$ cat src/rtl/fft_band_accumulator.sv
// Streams complex FFT bins, sums approximate magnitudes into 16 linear bands and publishes a frame.
// Optional macro BAND_PEAK_HOLD_EN: each band holds its peak and decays by 1/16 per frame.
module fft_band_accumulator #(
    parameter int N_BINS = 256,
    parameter int BIN_W  = 16
) (
    input  logic              i_clk,
    input  logic              i_rst_n,
    input  logic              i_bin_valid,
    input  logic [BIN_W-1:0]  i_bin_re,
    input  logic [BIN_W-1:0]  i_bin_im,
    input  logic              i_bin_last,
    output logic [15:0][15:0] o_fft_data,
    output logic              o_fft_done,
    output logic              o_sync_err
);
    localparam int LOG2N = $clog2(N_BINS);
    localparam int LOG2B = LOG2N - 4;
    localparam int ACC_W = BIN_W + LOG2B;
    localparam logic [LOG2N-1:0] LAST_BIN = LOG2N'(N_BINS - 1);

    typedef enum logic {S_RUN, S_RESYNC} state_t;

    // The most negative input has no positive twin, so it clamps to the largest positive value.
    function automatic logic [BIN_W-1:0] abs_sat(input logic [BIN_W-1:0] x);
        if (x == {1'b1, {(BIN_W-1){1'b0}}})
            return {1'b0, {(BIN_W-1){1'b1}}};
        else if (x[BIN_W-1])
            return -x;
        else
            return x;
    endfunction

    logic [BIN_W-1:0] abs_re, abs_im, mag;

    always_comb begin
        abs_re = abs_sat(i_bin_re);
        abs_im = abs_sat(i_bin_im);
        if (abs_re >= abs_im) mag = abs_re + (abs_im >> 1);
        else                  mag = abs_im + (abs_re >> 1);
    end

    // Stage 1: framing FSM, bin counter, registered magnitude and control flags.
    state_t           state_q, state_d;
    logic [LOG2N-1:0] bin_count_q, count_d;
    logic             add_d, complete_d, clear_d, err_d;
    logic             s1_add, s1_complete, s1_clear, s1_err;
    logic [BIN_W-1:0] s1_mag;
    logic [3:0]       s1_band;

    always_comb begin
        // NOTE: every output of this block is given a default first, so no path can infer a latch.
        state_d    = state_q;
        count_d    = bin_count_q;
        add_d      = 1'b0;
        complete_d = 1'b0;
        clear_d    = 1'b0;
        err_d      = 1'b0;
        if (i_bin_valid) begin
            case (state_q)
                S_RUN: begin
                    if (bin_count_q == LAST_BIN) begin
                        count_d = '0;
                        if (i_bin_last) begin
                            add_d      = 1'b1;
                            complete_d = 1'b1;
                        end else begin
                            err_d   = 1'b1;
                            clear_d = 1'b1;
                            state_d = S_RESYNC;
                        end
                    end else if (i_bin_last) begin
                        err_d   = 1'b1;
                        clear_d = 1'b1;
                        count_d = '0;
                    end else begin
                        add_d   = 1'b1;
                        count_d = bin_count_q + LOG2N'(1);
                    end
                end
                S_RESYNC: begin
                    if (i_bin_last) begin
                        clear_d = 1'b1;
                        count_d = '0;
                        state_d = S_RUN;
                    end
                end
                default: state_d = S_RUN;
            endcase
        end
    end

    always_ff @(posedge i_clk or negedge i_rst_n) begin
        // NOTE: registers take non-blocking assignments so every flop samples pre-edge values.
        if (!i_rst_n) begin
            state_q     <= S_RUN;
            bin_count_q <= '0;
            s1_add      <= 1'b0;
            s1_complete <= 1'b0;
            s1_clear    <= 1'b0;
            s1_err      <= 1'b0;
            s1_mag      <= '0;
            s1_band     <= '0;
        end else begin
            state_q     <= state_d;
            bin_count_q <= count_d;
            s1_add      <= add_d;
            s1_complete <= complete_d;
            s1_clear    <= clear_d;
            s1_err      <= err_d;
            s1_mag      <= mag;
            s1_band     <= bin_count_q[LOG2N-1:LOG2B];
        end
    end

    assign o_sync_err = s1_err;

    // Stage 2: band accumulators; on completion the final bin is folded into the published sums.
    logic [ACC_W-1:0] acc_q   [16];
    logic [ACC_W-1:0] acc_sum [16];
    logic [15:0]      band_out[16];
`ifdef BAND_PEAK_HOLD_EN
    logic [15:0]      band_new[16];
    logic [15:0]      decayed [16];
`endif

    always_comb begin
        for (int b = 0; b < 16; b++) begin
            acc_sum[b] = acc_q[b] + ((s1_add && s1_band == 4'(b)) ? ACC_W'(s1_mag) : '0);
`ifdef BAND_PEAK_HOLD_EN
            band_new[b] = 16'(acc_sum[b] >> LOG2B);
            decayed[b]  = o_fft_data[b] - (o_fft_data[b] >> 4);
            band_out[b] = (band_new[b] > decayed[b]) ? band_new[b] : decayed[b];
`else
            band_out[b] = 16'(acc_sum[b] >> LOG2B);
`endif
        end
    end

    always_ff @(posedge i_clk or negedge i_rst_n) begin
        // NOTE: the accumulators are 16 discrete registers, not a RAM, so they reset like any flop.
        if (!i_rst_n) begin
            for (int b = 0; b < 16; b++) acc_q[b] <= '0;
            o_fft_data <= '0;
            o_fft_done <= 1'b0;
        end else begin
            o_fft_done <= s1_complete;
            if (s1_complete) begin
                for (int b = 0; b < 16; b++) begin
                    acc_q[b]      <= '0;
                    o_fft_data[b] <= band_out[b];
                end
            end else if (s1_clear) begin
                for (int b = 0; b < 16; b++) acc_q[b] <= '0;
            end else begin
                for (int b = 0; b < 16; b++) acc_q[b] <= acc_sum[b];
            end
        end
    end

endmodule

$ cat config.mk
export PLATFORM = sky130hd
export DESIGN_NAME = fft_band_accumulator
export DESIGN_NICKNAME = d
export VERILOG_FILES = /design/src/rtl/fft_band_accumulator.sv
export SDC_FILE = /design/constraint.sdc
export NUM_CORES = 2
export LEC_CHECK = 0
export ABC_AREA = 0
export ABC_CLOCK_PERIOD_IN_PS = 4200
export BUFFER_PORTS_ARGS = -buffer_cell sky130_fd_sc_hd__buf_2
export CAP_MARGIN = 20
export CORE_UTILIZATION = 50
export DETAILED_ROUTE_END_ITERATION = 10
export PLACE_DENSITY = 0.68
export SYNTH_ARGS = -nofsm -noshare
export SYNTH_HDL_FRONTEND = slang
export SYNTH_SLANG_ARGS = --single-unit
$ cat constraint.sdc
create_clock -name i_clk -period 4.2 [get_ports i_clk]
set_input_delay 0.84 -clock i_clk [delete_from_list [all_inputs] [get_ports i_clk]]
set_output_delay 0.84 -clock i_clk [all_outputs]
set_load 0.005 [all_outputs]
==> flow_metrics.env <==
export IMPL_ant_nets=0
export IMPL_synth_async_reset_ratio_pct=100
export IMPL_peakVddDrop_mv=0.296
export IMPL_max_cap_violations=0
export IMPL_status="finished clean"
export IMPL_fin_nets=4663
export IMPL_grt_ovfl_total=0
export IMPL_post_drt_via_cell_ratio=5.47
export IMPL_period_minus_slack_ps=3890
export IMPL_synth_flop_cell="dfrtp_1"
export IMPL_cp_data_required_time_ps=4640
export IMPL_layout_common_cells="dfrtp_1 (609), nor2_1 (462), nand2_1 (376), o21ai_0 (338), ha_1 (307)"
export IMPL_fin_skew_ps=34.5
export IMPL_clk_pin_slew_ps=60
export IMPL_cp_max_fo=16
export IMPL_area_delta_synth_final_pct=15.3
export IMPL_wirelength_um=91200
export IMPL_fp_dieW_um=272
export IMPL_grt_pass1_vias=28000
export IMPL_synthMuxAreaShare_pct=0.568
export IMPL_rsz0062_at_grt="false"
export IMPL_synthXorXnorAreaFrac_pct=7.03
export IMPL_p_leak_nw=21.8
export IMPL_finalSetupViolCount=0
export IMPL_clock_tree_root_cell="clkbuf_16"
export IMPL_yosysUniqueCellTypes=81
export IMPL_hpwlAfterDp_um=64400
export IMPL_slew_violations=0
export IMPL_worst_pin_slew_ps=1120
export IMPL_final_common_cell="dfrtp_1"
export IMPL_yosys_register_bits=610
export IMPL_synthAdderAreaFrac_pct=11.6
export IMPL_hold_viol=0
export IMPL_synth_top_family_by_area="simple AND/OR/NAND/NOR gates"
export IMPL_fmax_mhz=257
export IMPL_synth_nets=4338
export IMPL_cts_tree="built"
export IMPL_synth_simple_gate_area_share_pct=18.5
export IMPL_cts_buffer_depth=3
export IMPL_syn_inst=3977
export IMPL_drt_iter0_markers=1889
export IMPL_avgSynthCellArea_um2=9.14
export IMPL_vias=29000
export IMPL_cts_hold_buf=0
export IMPL_cts_made_buffers=70
export IMPL_diodes=0
export IMPL_ys_warn_count=0
export IMPL_first_pass_iters=5
export IMPL_io_pin_count=294
export IMPL_worstSetupEndpointType="flop"
export IMPL_postCtsResizedCells=0
export IMPL_hold_path_class="primary input to asynchronous set/reset pin"
export IMPL_portBuffers=293
export IMPL_synth_cell_area_um2=36400
export IMPL_p_per_area_nw_per_um2=357
export IMPL_synth_compound_area_share_pct=17.4
export IMPL_grt_pass1_wl_um=148000
export IMPL_dieArea_um2=73800
export IMPL_start_util_pct=50.7
export IMPL_cts_setup_buffers=0
export IMPL_worstPathArrival_ps=4320
export IMPL_gp_congestion=0.868
export IMPL_path_class="flop to flop"
export IMPL_wl_per_cell_um=17.2
export IMPL_drcViolationCount=0
export IMPL_grt_start_max_net_pins=172
export IMPL_min_period_over_period_pct=92.6
export IMPL_antenna_found_initial=7
export IMPL_ys_seq_area_share_pct=42.0
export IMPL_postLayoutCoreUtil_pct=58.4
export IMPL_holdWs_ps=212
export IMPL_startpoint_type="flop"
export IMPL_die_h_um=272
export IMPL_tns_ps=0
export IMPL_h_tree_depth=3
export IMPL_cts_sinks=610
export IMPL_insertion_delay_ps=610
export IMPL_grt_total_usage_pct=24.9
export IMPL_core_area_um2=71700
export IMPL_slew_limit_headroom_pct=25.6
export IMPL_synth_edf_count=0
export IMPL_drive_gt1_share_pct=13.0
export IMPL_rows=98
[where the power goes]
part | switching [W] | leakage (nW) | internal (W) | total [W]
Clock | 0.00254 | 1.23 | 0.00409 | 0.00663
Sequential | 0.000513 | 8.47 | 0.00602 | 0.00654
Combinational | 0.00112 | 12.1 | 0.000667 | 0.00179
[through the flow]
step / cell area [um2] / setup WS (ps) / cells / total power [W]
after detailed placement: 39400 / -43.5 / 5180 / 0.00844
after floorplan: 36400 / 120 / 3977 / 0.00726
final: 41900 / 310 / 5307 / 0.0150
after global routing: 41900 / 90.9 / 5307 / 0.0155
after global placement: 39400 / 4.19 / 5180 / 0.00843
after CTS: 41900 / 295 / 5307 / 0.0151
[final timing paths]
kind / startpoint / to / slack, ps / cells after the start
min: i_rst_n / o_fft_data[61] / 210 / 1
min in group i_clk: bin_count_q[4] / s1_band[0] / 450 / 0
min reg2reg: bin_count_q[4] / s1_band[0] / 450 / 0
max reg2reg: s1_band[3] / o_fft_data[14] / 310 / 15
max: s1_band[3] / o_fft_data[14] / 310 / 15
max in group asynchronous: i_rst_n / acc_q[125] / 2800 / 2
[cell type report]
type                       count  area, um2
inverter                     135        519
tap                          950       1190
timing repair buffer         397       2390
clock buffer                  91       1980
sequential                   610      15300
multi-input combinational   3088      20000
fill                        6410      29800
clock inverter                36        519
[flip-flops by register name, indices dropped and copies added (netlist names), 4 cells and up]
register	flops
s1_band	4
acc_q	320
o_fft_data	256
s1_mag	16
bin_count_q	8
[Yosys cell counts (13+ instances only)]
| cell | instances | area (um2) |
|---|---|---|
| a21oi_1 | 257 | 1290 |
| xor2_1 | 149 | 1310 |
| o21ai_0 | 338 | 1690 |
| o21bai_1 | 28 | 210 |
| nand2b_1 | 53 | 332 |
| nor3_1 | 53 | 265 |
| o211ai_1 | 28 | 210 |
| and2_1 | 274 | 1710 |
| xnor2_1 | 143 | 1250 |
| nand4_1 | 29 | 181 |
| a211o_1 | 13 | 114 |
| and3_1 | 26 | 163 |
| mux2i_1 | 15 | 150 |
| o21ai_1 | 28 | 140 |
| nand3_1 | 56 | 280 |
| dfrtp_1 | 610 | 15300 |
| o31ai_1 | 26 | 195 |
| or3_1 | 14 | 87.6 |
| fa_1 | 18 | 360 |
| clkbuf_1 | 137 | 514 |
| a21o_1 | 99 | 743 |
| a21boi_0 | 24 | 180 |
| nor2b_1 | 40 | 250 |
| a31oi_1 | 26 | 163 |
| nor2_1 | 463 | 1740 |
| inv_1 | 133 | 499 |
| o21a_1 | 47 | 353 |
| a211oi_1 | 28 | 210 |
| nand2_1 | 376 | 1410 |
| ha_1 | 307 | 3840 |
[critical path, stage by stage, from the launching register on]
cell and delay, ps:
dfrtp_1 390, or3b_2 520, nor3_1 180, buf_4 250, and2_1 150, ha_1 200, inv_1 70, fa_1 410
nor2b_1 180, o21a_1 140, o21ai_1 100, a211oi_1 390, o311ai_1 210, a21oi_1 240, xnor2_1 180, a21oi_1 100
[logic make-up (layout without fill, tap and decap cells)]
group / after synthesis / in the layout
and+or+nand+nor: 1423 / 1423
AOI/OAI and AO/OA: 1028 / 1028
DFF: 610 / 610
adders and majority gates: 325 / 325
xor gates and xnor gates: 292 / 292
buffers and inverters: 279 / 659
muxes: 20 / 20
[per-layer routing]
layer  up-vias  routed length [um]  global-route usage [%]  share of wire [%]
met4         6                2280                    7.14                2.5
met3       142                3980                    3.67                4.4
met2       567               42300                    40.5                 46
li1      14400                   -                       -                  -
met5         -                  46                       0              0.050
met1     13900               42600                    34.4                 47
Power figures use the tool's default switching activity.
